==> config.mk <==
export PLATFORM = sky130hd
export DESIGN_NAME = data_stack_flat
export DESIGN_NICKNAME = d
export VERILOG_FILES = /design/src/rtl/sapho_pkg.sv /design/src/rtl/data_stack_if.sv /design/src/rtl/stack_ram.sv /design/src/rtl/data_stack.sv /design/src/flat_wrapper.sv
export SDC_FILE = /design/constraint.sdc
export NUM_CORES = 1
export LEC_CHECK = 0
export CORE_ASPECT_RATIO = 1.1
export CORE_MARGIN = 3
export CORE_UTILIZATION = 60
export DETAILED_ROUTE_END_ITERATION = 16
export GPL_TIMING_DRIVEN = 0
export PLACE_DENSITY = 0.86
export SYNTH_ARGS = -nofsm -noshare
export SYNTH_HDL_FRONTEND = slang
export SYNTH_SLANG_ARGS = --single-unit
==> constraint.sdc <==
create_clock -name clk -period 12.8 [get_ports clk]
set_clock_uncertainty 0.2 [all_clocks]
set_input_delay 1.28 -clock clk [delete_from_list [all_inputs] [get_ports clk]]
set_output_delay 1.28 -clock clk [all_outputs]
set_load 0.01 [all_outputs]
==> src/rtl/sapho_pkg.sv <==
// Shared definitions for the processor data stack.
// Provides default data width and stack depth, plus the bit positions of the
// packed status/debug word that the stack exposes alongside its plain flags.
package sapho_pkg;

    localparam int DEF_NBDATA = 32;
    localparam int DEF_SDEPTH = 16;

    // Bit positions inside the stack status word.
    localparam int ST_OVF   = 0;
    localparam int ST_UNF   = 1;
    localparam int ST_EMPTY = 2;
    localparam int ST_FULL  = 3;
    localparam int NBSTAT   = 4;

endpackage

==> src/rtl/data_stack_if.sv <==
// Bundle between the instruction decoder (master) and the data stack (slave).
//
// Strobe semantics: push and pop are single-cycle command strobes with no
// ready/backpressure. The stack accepts a strobe on every rising edge it is
// high; a request that cannot be honoured (push when full, pop when empty)
// is dropped and recorded in the sticky ovf/unf flags instead of stalling.
//
// Signals:
//   push, pop  decoder -> stack command strobes
//   in         value to push (accumulator)
//   out        registered top-of-stack
//   level      number of valid entries
//   empty/full occupancy status
//   ovf/unf    sticky dropped-push / dropped-pop flags
//   status     packed {full, empty, unf, ovf} debug word
interface data_stack_if
    import sapho_pkg::*;
#(
    parameter int NBDATA = DEF_NBDATA,
    parameter int NBSPTR = $clog2(DEF_SDEPTH + 1)
);
    logic              push;
    logic              pop;
    logic [NBDATA-1:0] in;
    logic [NBDATA-1:0] out;
    logic [NBSPTR-1:0] level;
    logic              empty;
    logic              full;
    logic              ovf;
    logic              unf;
    logic [NBSTAT-1:0] status;

    modport master (
        output push, pop, in,
        input  out, level, empty, full, ovf, unf, status
    );

    modport slave (
        input  push, pop, in,
        output out, level, empty, full, ovf, unf, status
    );
endinterface

==> src/rtl/stack_ram.sv <==
// Storage for the stack entries below the top register.
// Single clock, one synchronous write port, one combinational read port.
// Contents are not reset; the stack only reads addresses below its level.
//
// Ports:
//   clk    clock
//   we     write enable
//   waddr  write address
//   wdata  write data
//   raddr  read address
//   rdata  read data (combinational)
module stack_ram #(
    parameter int NBDATA = 32,
    parameter int DEPTH  = 15,
    parameter int AW     = 4
) (
    input  logic              clk,
    input  logic              we,
    input  logic [AW-1:0]     waddr,
    input  logic [NBDATA-1:0] wdata,
    input  logic [AW-1:0]     raddr,
    output logic [NBDATA-1:0] rdata
);

    logic [NBDATA-1:0] mem [DEPTH];

    always_ff @(posedge clk) begin
        if (we) begin
            mem[waddr] <= wdata;
        end
    end

    assign rdata = mem[raddr];

endmodule

==> src/rtl/data_stack.sv <==
// Processor data stack fed by the decoder push/pop strobes.
// The top entry lives in a register (drives out); deeper entries live in
// stack_ram. Occupancy is tracked by a saturating level counter, and dropped
// requests set sticky ovf/unf flags that clear only on reset.
//
// Ports:
//   clk  system clock
//   rst  asynchronous active-high reset
//   bus  data_stack_if slave modport (push, pop, in, out, level, empty,
//        full, ovf, unf, status)
module data_stack
    import sapho_pkg::*;
#(
    parameter int NBDATA = DEF_NBDATA,
    parameter int SDEPTH = DEF_SDEPTH,
    parameter int NBSPTR = $clog2(SDEPTH + 1)
) (
    input  logic         clk,
    input  logic         rst,
    data_stack_if.slave  bus
);

    localparam int RDEPTH = SDEPTH - 1;
    localparam int AW     = (RDEPTH > 1) ? $clog2(RDEPTH) : 1;

    localparam logic [NBSPTR-1:0] LVL_ONE  = NBSPTR'(1);
    localparam logic [NBSPTR-1:0] LVL_TWO  = NBSPTR'(2);
    localparam logic [NBSPTR-1:0] LVL_FULL = NBSPTR'(SDEPTH);

    logic [NBDATA-1:0] tos;
    logic [NBSPTR-1:0] lvl;
    logic              ovf_r;
    logic              unf_r;

    logic              is_empty;
    logic              is_full;
    logic [NBSPTR-1:0] lvl_m1;
    logic [NBSPTR-1:0] lvl_m2;
    logic              ram_we;
    logic [NBDATA-1:0] ram_rdata;

    assign is_empty = (lvl == '0);
    assign is_full  = (lvl == LVL_FULL);
    assign lvl_m1   = lvl - LVL_ONE;
    assign lvl_m2   = lvl - LVL_TWO;

    // The old top spills into RAM only on a real push onto a non-empty,
    // non-full stack; a push+pop replaces the top in place.
    assign ram_we = bus.push && !bus.pop && !is_full && !is_empty;

    stack_ram #(
        .NBDATA (NBDATA),
        .DEPTH  (RDEPTH),
        .AW     (AW)
    ) u_ram (
        .clk    (clk),
        .we     (ram_we),
        .waddr  (lvl_m1[AW-1:0]),
        .wdata  (tos),
        .raddr  (lvl_m2[AW-1:0]),
        .rdata  (ram_rdata)
    );

    always_ff @(posedge clk or posedge rst) begin
        if (rst) begin
            tos   <= '0;
            lvl   <= '0;
            ovf_r <= 1'b0;
            unf_r <= 1'b0;
        end else if (bus.push && bus.pop && !is_empty) begin
            // Replace-top: level, RAM and flags untouched, even when full.
            tos <= bus.in;
        end else if (bus.push) begin
            // Plain push, or push+pop on an empty stack (behaves as push).
            if (is_full) begin
                ovf_r <= 1'b1;
            end else begin
                tos <= bus.in;
                lvl <= lvl + LVL_ONE;
            end
        end else if (bus.pop) begin
            if (is_empty) begin
                unf_r <= 1'b1;
            end else if (lvl == LVL_ONE) begin
                tos <= '0;
                lvl <= '0;
            end else begin
                tos <= ram_rdata;
                lvl <= lvl_m1;
            end
        end
    end

    assign bus.out   = tos;
    assign bus.level = lvl;
    assign bus.empty = is_empty;
    assign bus.full  = is_full;
    assign bus.ovf   = ovf_r;
    assign bus.unf   = unf_r;

    always_comb begin
        bus.status           = '0;
        bus.status[ST_OVF]   = ovf_r;
        bus.status[ST_UNF]   = unf_r;
        bus.status[ST_EMPTY] = is_empty;
        bus.status[ST_FULL]  = is_full;
    end

endmodule

==> src/flat_wrapper.sv <==
// flat-port wrapper written by rule: the top's interface ports become plain ports
module data_stack_flat import sapho_pkg::*;
#(
    parameter int NBDATA = DEF_NBDATA,
    parameter int SDEPTH = DEF_SDEPTH,
    parameter int NBSPTR = $clog2(SDEPTH + 1)
)
  (clk, rst, bus_push, bus_pop, bus_in, bus_out, bus_level, bus_empty, bus_full, bus_ovf, bus_unf, bus_status);
  data_stack_if #(.NBDATA(NBDATA), .NBSPTR(NBSPTR)) bus_i ();
  input  logic clk;
  input  logic rst;
  input wire logic [$bits(bus_i.push)-1:0] bus_push;
  input wire logic [$bits(bus_i.pop)-1:0] bus_pop;
  input wire logic [$bits(bus_i.in)-1:0] bus_in;
  output wire logic [$bits(bus_i.out)-1:0] bus_out;
  output wire logic [$bits(bus_i.level)-1:0] bus_level;
  output wire logic [$bits(bus_i.empty)-1:0] bus_empty;
  output wire logic [$bits(bus_i.full)-1:0] bus_full;
  output wire logic [$bits(bus_i.ovf)-1:0] bus_ovf;
  output wire logic [$bits(bus_i.unf)-1:0] bus_unf;
  output wire logic [$bits(bus_i.status)-1:0] bus_status;
  assign bus_i.push = bus_push;
  assign bus_i.pop = bus_pop;
  assign bus_i.in = bus_in;
  assign bus_out = bus_i.out;
  assign bus_level = bus_i.level;
  assign bus_empty = bus_i.empty;
  assign bus_full = bus_i.full;
  assign bus_ovf = bus_i.ovf;
  assign bus_unf = bus_i.unf;
  assign bus_status = bus_i.status;
  data_stack #(.NBDATA(NBDATA), .SDEPTH(SDEPTH), .NBSPTR(NBSPTR)) u_core (.clk(clk), .rst(rst), .bus(bus_i));
endmodule
==> impl_metrics.py <==
metrics = {
    "outcome": {
        "status": "complete, no violations",
    },
    "critical_path": {
        "worstPathArrival_ns": 3.59,
        "worstSetupEndpoint": "bus_status[3]",
        "path_max_fanout": 10,
        "worstSetupStartpointType": "flop",
        "end_kind": "output port",
        "r2r_cells": 10,
        "rr_startpoint": "u_core.bus.level[1]",
        "cp_data_required_time_ns": 11.32,
        "rrSetupSlack_ns": 8.14,
        "r2r-end": "u_core.u_ram.mem[1][3]",
        "setup.worst_path.start": "u_core.bus.level[1]",
        "crit_type": "flop to output port",
    },
    "route": {
        "drt_first_pass_iters": 5,
        "via_per_inst": 6.808,
        "vias": 11610,
        "wl_per_cell_um": 29.27,
        "drc": 0,
        "ant_nets": 0,
        "initialDrtViolationCount": 1467,
        "drt_wl_total_mm": 49.93,
    },
    "pwr": {
        "power.leakage_nw": 8.133,
        "switching_share": 0.3471,
        "peakVddDrop_mv": 0.1426,
        "powerDensity_nw_per_um2": 244.5,
        "combPwrFrac": 0.338,
        "seq_power_share": 0.431,
        "p_int_mw": 3.837,
        "p_clk_frac": 0.231,
        "power.switching_mw": 2.040,
    },
    "min_path": {
        "min_from": "u_core.bus.ovf",
        "hold_path_class": "flop to flop",
    },
    "synthesis": {
        "postSynthCellCount": 1092,
        "seq_area_frac_synth": 0.7422,
        "async_reset_ff_frac": 0.07514,
        "synthesis.area_um2": 20740,
        "ys_warn_count": 0,
        "synth_area_leaders": "edfxtp_1, mux4_2, dfrtp_1",
        "yosys_register_bits": 519,
        "syn_avg_cell_area_um2": 18.99,
        "synth_area_leader_cell": "edfxtp_1",
        "synth_nets": 1136,
        "synth_top_area_frac": 0.6951,
        "synth_ff_type": "edfxtp_1",
        "synth_edf_count": 480,
        "synth_cell_types": 44,
    },
    "clock_network": {
        "cts.sinks": 519,
        "cts_resized": 0,
        "clockBufferDepth": 3,
        "cts.clk_slew.worst_paths_ns": 0.07,
        "cts_tree": "yes",
        "cts_max_level": 2,
        "cts_made_buffers": 47,
        "hold_buffers": 0,
        "clk_latency_ns": 0.57,
        "cts_root_buffer": "clkbuf_16",
        "cts_setup_buffers": 0,
    },
    "die": {
        "die-width_um": 183.3,
        "initial_core_util": 0.6166,
        "dieArea_um2": 36830,
        "rows": 70,
        "die_y_um": 201.0,
        "io_pins": 81,
        "core_um2": 33630,
    },
    "timing": {
        "fmax_mhz": 197.3,
        "finalSetupViolations": 0,
        "finalSetupTns_ns": 0,
        "final_hold_viol_count": 0,
        "rsz0062_at_grt": "false",
        "max-slew-margin-rel": 0.4754,
        "min_period_over_period": 0.3959,
        "max_slew.worst_pin.slew_ns": 0.7869,
        "setup_ws_ns": 7.732,
        "hold_slack_ns": 0.3057,
        "final_max_slew_viol_count": 0,
        "min_period_ns": 5.068,
    },
    "placement": {
        "pre_cts_ws_ns": 8.253,
        "io_buffers": 79,
        "placed_cell_area_um2": 22550,
        "place.gp.congestion": 0.8060,
        "hpwl_mm": 30.39,
        "dp_cells": 1619,
    },
    "cells_and_area": {
        "stdcell_area_um2": 24030,
        "multiInputGateArea_um2": 4951,
        "num-fill-cells": 1903,
        "seqCellArea_um2": 15390,
        "area_growth_pct": 15.91,
        "drive_above_1_share": 0.1939,
        "insertedDiodeCount": 0,
        "finalNonFillerCells": 1706,
        "nets": 1280,
    },
    "run": {
        "cap_violations": 0,
    },
    "grt": {
        "antenna_found_initial": 0,
        "grt_pass1_vias": 12090,
        "grtUsageTotal": 0.2771,
        "grt_pass1_wl_mm": 75.78,
        "grt_max_degree": 22,
        "grt_overflow": 0,
    },
}
## metrics by stage
step           utilization  power, mW
3_3_place_gp        0.6561      4.346
3_5_place_dp        0.6706      4.499
6_report            0.7146      5.876
2_1_floorplan            -      3.689
5_1_grt             0.7146      6.106
4_1_cts             0.7146      5.873
## worst max-delay path: stages (launching register included)
cell,delay [ns]
dfrtp_1,0.45
buf_2,0.27
buf_2,0.32
clkbuf_1,0.53
inv_1,0.30
ha_1,0.31
nand4bb_1,0.15
inv_1,0.09
buf_4,0.13
clkdlybuf4s50_1,0.46
## cell usage after synthesis, drive strengths merged, types with 9 or more instances
library cell	number
nor2	49
buf	48
clkbuf	23
o31ai	32
inv	9
edfxtp	480
a211oi	64
and2	32
mux4	96
dfrtp	39
and3	32
mux2i	65
nand2	76
## layout by cell type (no fill, tap or decap), types with 4 or more instances in the layout
cell             count
edfxtp_1           480
buf_2               21
nor2_4              15
a211oi_1            64
clkbuf_8             4
buf_16               7
mux4_2              96
o21ai_0              6
clkinv_2             9
ha_1                 8
o31ai_1             32
nand2_1             76
buf_6                9
dfrtp_1             39
clkinv_1             6
clkbuf_1            38
and2_1              32
mux2i_1             65
buf_4               10
nor2_1              34
clkdlybuf4s50_1     79
inv_1                8
and3_1              32
buf_12              13
clkbuf_16           49
## logic make-up after synthesis
| logic type | synth area share |
|---|---|
| flip-flops | 0.7422 |
| XOR/XNOR | 0.003681 |
| buffers and inverters | 0.02450 |
| multiplexers | 0.1356 |
| adder cells (fa/ha/maj) | 0.004827 |
| AO/OA/AOI/OAI | 0.04218 |
| AND/OR/NAND/NOR | 0.04700 |
## worst min path at each step
stage	to	slack, ns	cells past startpoint
4_1_cts	u_core.bus.ovf	0.30	1
5_1_grt	u_core.bus.ovf	0.33	1
3_5_place_dp	u_core.bus.ovf	0.29	1
2_1_floorplan	u_core.bus.ovf	0.33	1
3_3_place_gp	u_core.bus.ovf	0.28	1
6_report	u_core.bus.ovf	0.31	1
## power groups by stage
stage | sequential, mW | clock [mW] | combinational, mW
floorplan | 2.49 | 0 | 1.20
global placement | 2.53 | 0 | 1.81
detailed placement | 2.56 | 0 | 1.94
CTS | 2.53 | 1.36 | 1.98
global route | 2.57 | 1.43 | 2.11
finish | 2.53 | 1.36 | 1.99
## layer usage
layer	vias up	wire (µm)	part of all wire	global-route usage
met3	145	4979	0.10	0.05129
met5	-	0	0	0
met4	0	1991	0.040	0.1118
li1	4673	-	-	-
met1	5926	17930	0.36	0.3783
met2	870	25040	0.50	0.4500
## flip-flops by register name, indices dropped and copies added (netlist names)
| register | cells |
|---|---|
| u_core.bus.out | 32 |
| u_core.bus.ovf | 1 |
| u_core.u_ram.mem | 480 |
| u_core.bus.level | 5 |
| u_core.bus.unf | 1 |
## final cells by class
cell class / instances / share of cell area
Buffer: 71 / 0.01973
Clock buffer: 68 / 0.05565
Clock inverter: 19 / 0.005987
Inverter: 9 / 0.001406
Multi-Input combinational cell: 493 / 0.2060
Sequential cell: 519 / 0.6403
Tap cell: 432 / 0.02249
Timing Repair Buffer: 95 / 0.04841
(Power assumes the default switching activity.)
